===== config.mk =====
export PLATFORM = sky130hd
export DESIGN_NAME = sram_1rw_arbiter
export DESIGN_NICKNAME = d
export VERILOG_FILES = /design/src/rtl/sram_1rw_arbiter.sv
export SDC_FILE = /design/constraint.sdc
export NUM_CORES = 1
export LEC_CHECK = 0
export CAP_MARGIN = 0
export CORE_AREA = 2 2 93 95
export DETAILED_ROUTE_END_ITERATION = 7
export DIE_AREA = 0 0 95 97
export PLACE_DENSITY_LB_ADDON = 0.05
export SLEW_MARGIN = 20
export SYNTH_ARGS = -nofsm -noshare
export SYNTH_HDL_FRONTEND = slang
export SYNTH_SLANG_ARGS = --single-unit

===== constraint.sdc =====
create_clock -name clock -period 2.1 [get_ports clock]
set_input_delay 0.315 -clock clock [delete_from_list [all_inputs] [get_ports clock]]
set_output_delay 0.315 -clock clock [all_outputs]
set_load 0.05 [all_outputs]

===== src/rtl/sram_1rw_arbiter.sv =====
// Shares one single-port SRAM macro between requesters A and B. After reset it
// optionally sweeps the array to INIT_VALUE, then arbitrates round-robin with a one-cycle read response.
module sram_1rw_arbiter #(
  parameter int ADDR_W = 10,
  parameter int DATA_W = 32,
  parameter int INIT_EN = 1,
  parameter logic [DATA_W-1:0] INIT_VALUE = '0
) (
  input  logic              clock,
  input  logic              reset_n,
  input  logic              a_req_valid,
  output logic              a_req_ready,
  input  logic              a_req_write,
  input  logic [ADDR_W-1:0] a_req_addr,
  input  logic [DATA_W-1:0] a_req_wdata,
  output logic              a_resp_valid,
  output logic [DATA_W-1:0] a_resp_rdata,
  input  logic              b_req_valid,
  output logic              b_req_ready,
  input  logic              b_req_write,
  input  logic [ADDR_W-1:0] b_req_addr,
  input  logic [DATA_W-1:0] b_req_wdata,
  output logic              b_resp_valid,
  output logic [DATA_W-1:0] b_resp_rdata,
  output logic              mem_en,
  output logic              mem_wmode,
  output logic [ADDR_W-1:0] mem_addr,
  output logic [DATA_W-1:0] mem_wdata,
  input  logic [DATA_W-1:0] mem_rdata,
  output logic              init_done,
  output logic              dbg_state
);

  // Handshake: a request transfers in any cycle where x_req_valid && x_req_ready;
  // ready is purely a grant and never asserts without valid. Responses have no backpressure.

  typedef enum logic {ST_INIT = 1'b0, ST_ARB = 1'b1} state_t;

  localparam int DEPTH = 1 << ADDR_W;
  localparam logic [ADDR_W:0] LAST_IDX = (ADDR_W+1)'(DEPTH - 1);
  localparam logic OWNER_A = 1'b0;
  localparam logic OWNER_B = 1'b1;

  state_t            state, state_nxt;
  logic [ADDR_W:0]   sweep_cnt;
  logic              last_grant;
  logic              grant_a, grant_b;
  logic              arb_en;
  logic              tag_valid, tag_owner;

  // State register
  always_ff @(posedge clock) begin
    if (!reset_n) state <= (INIT_EN != 0) ? ST_INIT : ST_ARB;
    else          state <= state_nxt;
  end

  // Next-state logic: the sweep ends after writing the last address
  always_comb begin
    state_nxt = state;
    if (state == ST_INIT && sweep_cnt == LAST_IDX) state_nxt = ST_ARB;
  end

  always_ff @(posedge clock) begin
    if (!reset_n)               sweep_cnt <= '0;
    else if (state == ST_INIT)  sweep_cnt <= sweep_cnt + 1'b1;
  end

  // Round-robin: on contention the requester not served last wins
  assign arb_en  = reset_n && (state == ST_ARB);
  assign grant_a = arb_en && a_req_valid && (!b_req_valid || last_grant == OWNER_B);
  assign grant_b = arb_en && b_req_valid && (!a_req_valid || last_grant == OWNER_A);

  always_ff @(posedge clock) begin
    if (!reset_n) begin
      last_grant <= OWNER_B;
      tag_valid  <= 1'b0;
      tag_owner  <= OWNER_A;
    end else begin
      if (grant_a)      last_grant <= OWNER_A;
      else if (grant_b) last_grant <= OWNER_B;
      tag_valid <= (grant_a && !a_req_write) || (grant_b && !b_req_write);
      tag_owner <= grant_b ? OWNER_B : OWNER_A;
    end
  end

  // Output logic
  always_comb begin
    mem_en    = 1'b0;
    mem_wmode = 1'b0;
    mem_addr  = '0;
    mem_wdata = '0;
    if (reset_n && state == ST_INIT) begin
      mem_en    = 1'b1;
      mem_wmode = 1'b1;
      mem_addr  = sweep_cnt[ADDR_W-1:0];
      mem_wdata = INIT_VALUE;
    end else if (grant_a) begin
      mem_en    = 1'b1;
      mem_wmode = a_req_write;
      mem_addr  = a_req_addr;
      mem_wdata = a_req_wdata;
    end else if (grant_b) begin
      mem_en    = 1'b1;
      mem_wmode = b_req_write;
      mem_addr  = b_req_addr;
      mem_wdata = b_req_wdata;
    end
  end

  assign a_req_ready  = grant_a;
  assign b_req_ready  = grant_b;
  assign a_resp_valid = reset_n && tag_valid && (tag_owner == OWNER_A);
  assign b_resp_valid = reset_n && tag_valid && (tag_owner == OWNER_B);
  assign a_resp_rdata = mem_rdata;
  assign b_resp_rdata = mem_rdata;
  assign init_done    = arb_en;
  assign dbg_state    = state;

endmodule


==> results of run 1 <==
==> registers in the layout (all words and copies together), names as in the netlist <==
register    cells
dbg_state       1
last_grant      1
sweep_cnt      11
tag_owner       1
tag_valid       1
==> repair_timing <==
item,in CTS,in global routing
endpoints found under the setup margin,28,1
gates cloned,0,0
pin swaps,1,0
hold buffers,0,0
resized for setup,5,1
==> synthesized netlist by cell type <==
cell        n  share of area, %
dfxtp_1    15                18
xor2_1      3               1.5
nand3_1     1              0.29
nand2_1     7               1.5
nor2_1      6               1.3
a21boi_2    1              0.66
a22oi_1     1              0.44
o311ai_0    1              0.52
nor2b_1     2              0.74
inv_2       2              0.44
xnor2_1     1              0.52
a31oi_1     1              0.37
clkinv_1    1              0.22
nand4b_1    2               1.0
and3_4      1              0.66
nand2_2     1              0.37
nand2b_1    2              0.74
ha_1        1              0.74
a21oi_1     5               1.5
o41ai_1     2               1.0
nand4b_4    1               1.4
mux2i_1     1              0.59
or4_1       3               1.3
o211ai_1    1              0.44
inv_1       3              0.66
buf_2       7               2.1
o2bb2ai_1   1              0.52
or3_1       2              0.74
clkbuf_1    2              0.44
a221o_1    10               5.9
and3_1      8               2.9
buf_6       3               2.0
and2_1      3               1.1
a22o_1     32                17
buf_4      64                28
o31ai_1     3               1.3
o21ai_0     2              0.59
nand4_1     2              0.74
==> layout by cell type (no fill, tap or decap), drive strengths merged, types with 3 or more instances in the layout <==
| cell type | synthesis | layout |
|---|---|---|
| clkbuf | 2 | 3 |
| xor2 | 3 | 3 |
| nand4b | 3 | 3 |
| nor2 | 6 | 6 |
| o31ai | 3 | 3 |
| dfxtp | 15 | 15 |
| nand2 | 8 | 8 |
| a22o | 32 | 32 |
| clkdlybuf4s50 | 0 | 87 |
| a21oi | 5 | 5 |
| a221o | 10 | 10 |
| buf | 74 | 64 |
| or4 | 3 | 3 |
| and3 | 9 | 9 |
| and2 | 3 | 3 |
| inv | 5 | 5 |
==> power groups by stage <==
stage	sequential [W]	clock, W	combinational [W]
after floorplan	0.000302	0	0.000374
after global placement	0.000304	0	0.000256
after detailed placement	0.000305	0	0.000254
after CTS	0.000298	0.000247	0.000255
after global routing	0.000299	0.000262	0.000267
final	0.000298	0.000235	0.000252
==> metal layers <==
metal  track usage (%)  vias to the layer above  share of wire (%)
met5                 0                        -                  0
met4             1.895                        0               0.82
met3             6.620                       19                 12
met2             25.20                      101                 48
met1             16.29                      820                 39
li1                  -                      852                  -
==> kinds of logic after synthesis <==
group | after synthesis
buf+inv | 82
compound gates | 60
simple gates | 41
flops | 15
xor+xnor | 4
mux | 1
fa+ha+maj | 1
==> how the worst min path moves through the flow <==
stage / end / slack (ns) / start
final: sweep_cnt[10] / 0.51 / sweep_cnt[10]
after global routing: sweep_cnt[10] / 0.55 / sweep_cnt[10]
after CTS: sweep_cnt[9] / 0.51 / sweep_cnt[9]
after detailed placement: sweep_cnt[10] / 0.50 / sweep_cnt[10]
after global placement: sweep_cnt[10] / 0.48 / sweep_cnt[10]
after floorplan: tag_valid / 0.40 / b_req_write
==> worst max-delay path, stage by stage (launching register included) <==
cell and delay (ns):
dfxtp_2 0.37, nand2_2 0.09, inv_2 0.05, and3_4 0.19, buf_12 0.16, a221o_1 0.39
buf_12 0.16
==> layout make-up <==
type	count	share of cell area, %
timing repair buffer	154	60.42
inverter	6	0.6672
tap	105	3.892
multi-input combinational	107	24.72
sequential	15	8.933
clock inverter	1	0.1483
clock buffer	3	1.223
==> per-stage QoR <==
| step | setup TNS, ns | std cells | setup WS, ns |
|---|---|---|---|
| floorplan | 0 | 204 | 0.006636 |
| global placement | -0.5905 | 387 | -0.05825 |
| detailed placement | -0.6999 | 387 | -0.05250 |
| CTS | 0 | 391 | 0.03588 |
| global route | 0 | 391 | 0.02344 |
| finish | 0 | 391 | 0.1136 |
==> flow_summary_export.csv, run 1 <==
group,metric,value,unit
run_status,outcome,"completed",
clock_tree,root_buffer,"clkbuf_8",
power_and_ir_drop,power_density,232.8,mW/mm^2
die,fp.dieH,97,um
synthesis,synthCells,204,
clock_tree,cts_max_path_buffers,2,
worst_setup_path,timing.rr.end,"sweep_cnt[8]",
hold_path,hold_path.class,"reg2reg",
synthesis,yosysSeqAreaShare,17.70,%
clock_tree,post_cts.repair.setup_buffers,0,
power_and_ir_drop,seqPwrFrac,37.9,%
grt,antenna_found_initial,0,
synthesis,synth_warnings,0,
finish,area_growth,98.97,%
power_and_ir_drop,clkPwrFrac,30.0,%
finish,diodes,0,
clock_tree,clkLatencyLatePin,0.25,ns
timing,fin_skew,0.005018,ns
die,dieArea,0.009215,sq mm
placed_design,post_dp_cell_area,0.003321,sq mm
grt,grt_max_degree,23,
power_and_ir_drop,p_int,0.0006003,W
grt,grt_use_total,14.43,%
die,start_util,20.86,%
timing,relSlewSlack,67.29,%
detailed_routing,drt-wirelength-per-cell,18.51,um
power_and_ir_drop,switchingPower,0.0001855,W
timing,max_freq,503.4,MHz
worst_setup_path,crit_path_start,"dbg_state",
worst_setup_path,crit_type,"reg2out",
clock_tree,cts_num_sinks,15,
clock_tree,clkSlewWorstSetupHoldPaths,0.06,ns
synthesis,synth-xor-area-share,2.065,%
die,fp.dieW,95,um
detailed_routing,vias,1792,
worst_setup_path,rrSetupSlack,0.66,ns
grt,grt_pass1_vias,1779,
finish,utilization,41.50,%
power_and_ir_drop,comb_power_share,32.1,%
synthesis,syn_area_per_cell,8.317,sq um
timing,finalSetupViolations,0,
clock_tree,cts_buffers,3,
synthesis,synthAdderAreaFrac,0.7375,%
timing,fin_crit_sh,94.59,%
detailed_routing,drtPass1Iterations,4,
synthesis,muxShareOfSynthArea,0.5900,%
grt,grt_first_pass_wirelength,10.38,mm
die,coreArea,0.008134,sq mm
timing,tightest_slew,0.4892,ns
worst_setup_path,crit_required,1.78,ns
timing,whs,0.5111,ns
clock_tree,cts_tree,"yes",
synthesis,synth_area,0.001697,sq mm
synthesis,synth_nets,327,
hold_path,min_delay_path_depth,2,
worst_setup_path,r2r_cells,3,
finish,layout.nets,410,
detailed_routing,drtIter0Drc,34,
power_and_ir_drop,swShare,23.60,%
finish,layout.filler_cells,756,
detailed_routing,routed_wl,7.237,mm
timing,slew_viol_final,0,
timing,hold_viol,0,
worst_setup_path,worstSetupStartpointType,"register",
placed_design,finalWeightedCongestion,0.7148,
power_and_ir_drop,leakage,1.373,nW
grt,grt_overflow,0,
finish,design_area,0.003376,sq mm
run,drv_cap,0,
die,ioPinCount,236,
timing,fin_crit,1.986,ns
synthesis,yosys.area_share.simple,14.97,%
detailed_routing,avgViaCountPerCell,4.583,
synthesis,synth-compound-area-share,29.79,%
detailed_routing,drc,0,
power_and_ir_drop,ir_drop,0.2707,mV
die,row_count,33,
worst_setup_path,r2r_start,"sweep_cnt[2]",
synthesis,yosysUniqueCellTypes,38,
finish,seq_area,301.5,sq um
finish,multiInputGateArea,834.6,sq um
worst_setup_path,endpoint,"mem_addr[6]",
finish,drive_gt1_share,30.07,%
timing,rsz0062_at_grt,"no",
worst_setup_path,cp_max_fo,22,
worst_setup_path,arrival,1.67,ns
synthesis,ys_ff_latch,15,
placed_design,dp_hpwl,6.076,mm
power_and_ir_drop,total_power,0.0007858,W
worst_setup_path,endpoint_kind,"primary output",
clock_tree,h-tree-depth,1,
synthesis,synth_top_family_by_area,"buffers and inverters",
placed_design,port_buffers,139,
detailed_routing,postRouteAntennaNets,0,
Note: power is estimated with default switching activity, not from simulation.
==> run 2: changes to the inputs <==
Settings changed: REMOVE_ABC_BUFFERS set to 1.
==> flow_summary_export.csv, run 2 (synthesized netlist as in run 1, its figures left out) <==
group,metric,value,unit
worst_setup_path,crit_required,1.78,ns
placed_design,preCtsSetupSlack,-0.09503,ns
clock_tree,clkSlewWorstSetupHoldPaths,0.06,ns
grt,grt_max_degree,22,
detailed_routing,drtPass1Iterations,4,
timing,finalSetupViolations,0,
grt,grt_pass1_vias,1974,
finish,area_growth,103.5,%
grt,grt_first_pass_wirelength,15.74,mm
placed_design,finalWeightedCongestion,0.8489,
finish,utilization,42.46,%
detailed_routing,drt-wirelength-per-cell,29.73,um
worst_setup_path,cpMostUsedCell,"buf_12",
placed_design,port_buffers,139,
finish,drive_gt1_share,30.38,%
grt,grt_use_total,24.86,%
grt,antenna_found_initial,0,
detailed_routing,wl_met3,2.654,mm
worst_setup_path,crit_type,"in2out",
detailed_routing,vias,1943,
detailed_routing,top_layer_used,"met4",
timing,slew_viol_final,0,
clock_tree,cts_max_path_buffers,2,
worst_setup_path,path_cells,"dlygate4sd2_1, nand2_2, inv_2, and3_4, buf_12, a22o_1, buf_12",
die,fp.dieH,97,um
worst_setup_path,arrival,1.65,ns
finish,diodes,0,
detailed_routing,avgViaCountPerCell,4.882,
detailed_routing,drc,0,
finish,final_common_cell,"clkdlybuf4s50_1",
die,row_count,33,
die,coreArea,0.008134,sq mm
clock_tree,root_buffer,"clkbuf_8",
detailed_routing,wl_met1,4.494,mm
detailed_routing,postRouteAntennaNets,0,
die,dieArea,0.009215,sq mm
run,drv_cap,0,
placed_design,dp_hpwl,10.18,mm
clock_tree,clkLatencyLatePin,0.24,ns
timing,fin_skew,0.002407,ns
die,ioPinCount,236,
finish,largest_register_ffs,11,
die,fp.dieW,95,um
hold_path,hold_path.class,"reg2reg",
placed_design,place_inst,394,
run_status,outcome,"completed",
power_and_ir_drop,ir_drop,0.2089,mV
clock_tree,cts_buffers,3,
clock_tree,h-tree-depth,1,
timing,tightest_slew,0.3060,ns
worst_setup_path,cp_slowest_stage_delay,0.30,ns
power_and_ir_drop,power_density,230.0,mW/mm^2
timing,hold_viol,0,
worst_setup_path,cp_max_fo,21,
clock_tree,cts_tree,"yes",
timing,rsz0062_at_grt,"no",
timing,fin_crit,1.968,ns
worst_setup_path,path_buf_inv,4,
worst_setup_path,endpoint_kind,"primary output",
grt,grt_overflow,0,
finish,layout.nets,417,
power_and_ir_drop,leakage,1.448,nW
worst_setup_path,crit_slowest_cell,"dlygate4sd2_1",
power_and_ir_drop,total_power,0.0007943,W
clock_tree,cts_hold_buf,0,
detailed_routing,drtIter0Drc,76,
detailed_routing,wl_met2,4.569,mm
timing,fin_crit_sh,93.71,%
die,start_util,20.86,%
finish,final_cells,398,
timing,relSlewSlack,79.34,%
timing,max_freq,508.1,MHz
finish,layout_common_cells,"86 x clkdlybuf4s50_1, 51 x buf_12, 25 x a22o_1",
clock_tree,cts_num_sinks,15,
finish,top_register,"sweep_cnt",
worst_setup_path,cp_top_family,"buffers and inverters",
detailed_routing,routed_wl,11.83,mm
worst_setup_path,worstSetupStartpointType,"input pin",
timing,setup_ws,0.1320,ns
timing,tns,0,ns
==> run 2: cell count changes in the layout (fill, tap and decap cells not counted), moves of 3 or more <==
cell | previous run | this run
a22o_1 | 22 | 25
a22o_4 | 0 | 6
buf_4 | 10 | 19
a22o_2 | 10 | 1
==> run 2: timing repair <==
action,in CTS,in global routing
pin swaps,11,2
hold endpoints to repair,0,0
buffers inserted,0,0
setup endpoints to repair,41,39
resized for setup,6,7
==> run 2: area by class of cell <==
type | instances | area [sq um]
well taps | 105 | 131.4
repair buffers | 161 | 2081
clock buffers | 4 | 45.04
multi-input cells | 107 | 873.3
inverters | 6 | 22.52
fillers | 785 | 4681
flip-flops and latches | 15 | 300.3
==> run 2: metal layers <==
metal  up-vias  global-route usage [%]
li1        871                       -
met1       869                   28.27
met2       195                   33.01
met3         8                   25.23
met4         0                   3.567
met5         -                   4.167
==> run 2: tightest hold or removal path: cells and delay by family, from the launching register on <==
| kind | cells | cell delay [ns] |
|---|---|---|
| compound gates | 2 | 0.12 |
| flops | 1 | 0.33 |
==> run 2: final timing paths <==
| kind | start | endpoint | slack (ns) | depth (start not counted) |
|---|---|---|---|---|
| worst max register to register | dbg_state | sweep_cnt[8] | 0.57 | 4 |
| worst max-delay path | reset_n | mem_wdata[11] | 0.13 | 7 |
| worst min register to register | sweep_cnt[9] | sweep_cnt[9] | 0.50 | 2 |
| worst min-delay path | sweep_cnt[9] | sweep_cnt[9] | 0.50 | 2 |
==> run 2: power by group <==
group | total [W] | switching [W] | internal (W)
clock | 0.000231 | 0.0000969 | 0.000134
combinational | 0.000265 | 0.0000818 | 0.000183
sequential | 0.000298 | 0.00000843 | 0.000290
total | 0.000794 | 0.000187 | 0.000607
==> run 2: per-stage QoR <==
stage	hold WS [ns]	instance area [sq um]
after global routing	0.5355	3453
after detailed placement	0.4929	3341
after floorplan	0.4027	1140
final	0.5005	3453
after global placement	0.4813	3341
after CTS	0.5061	3421
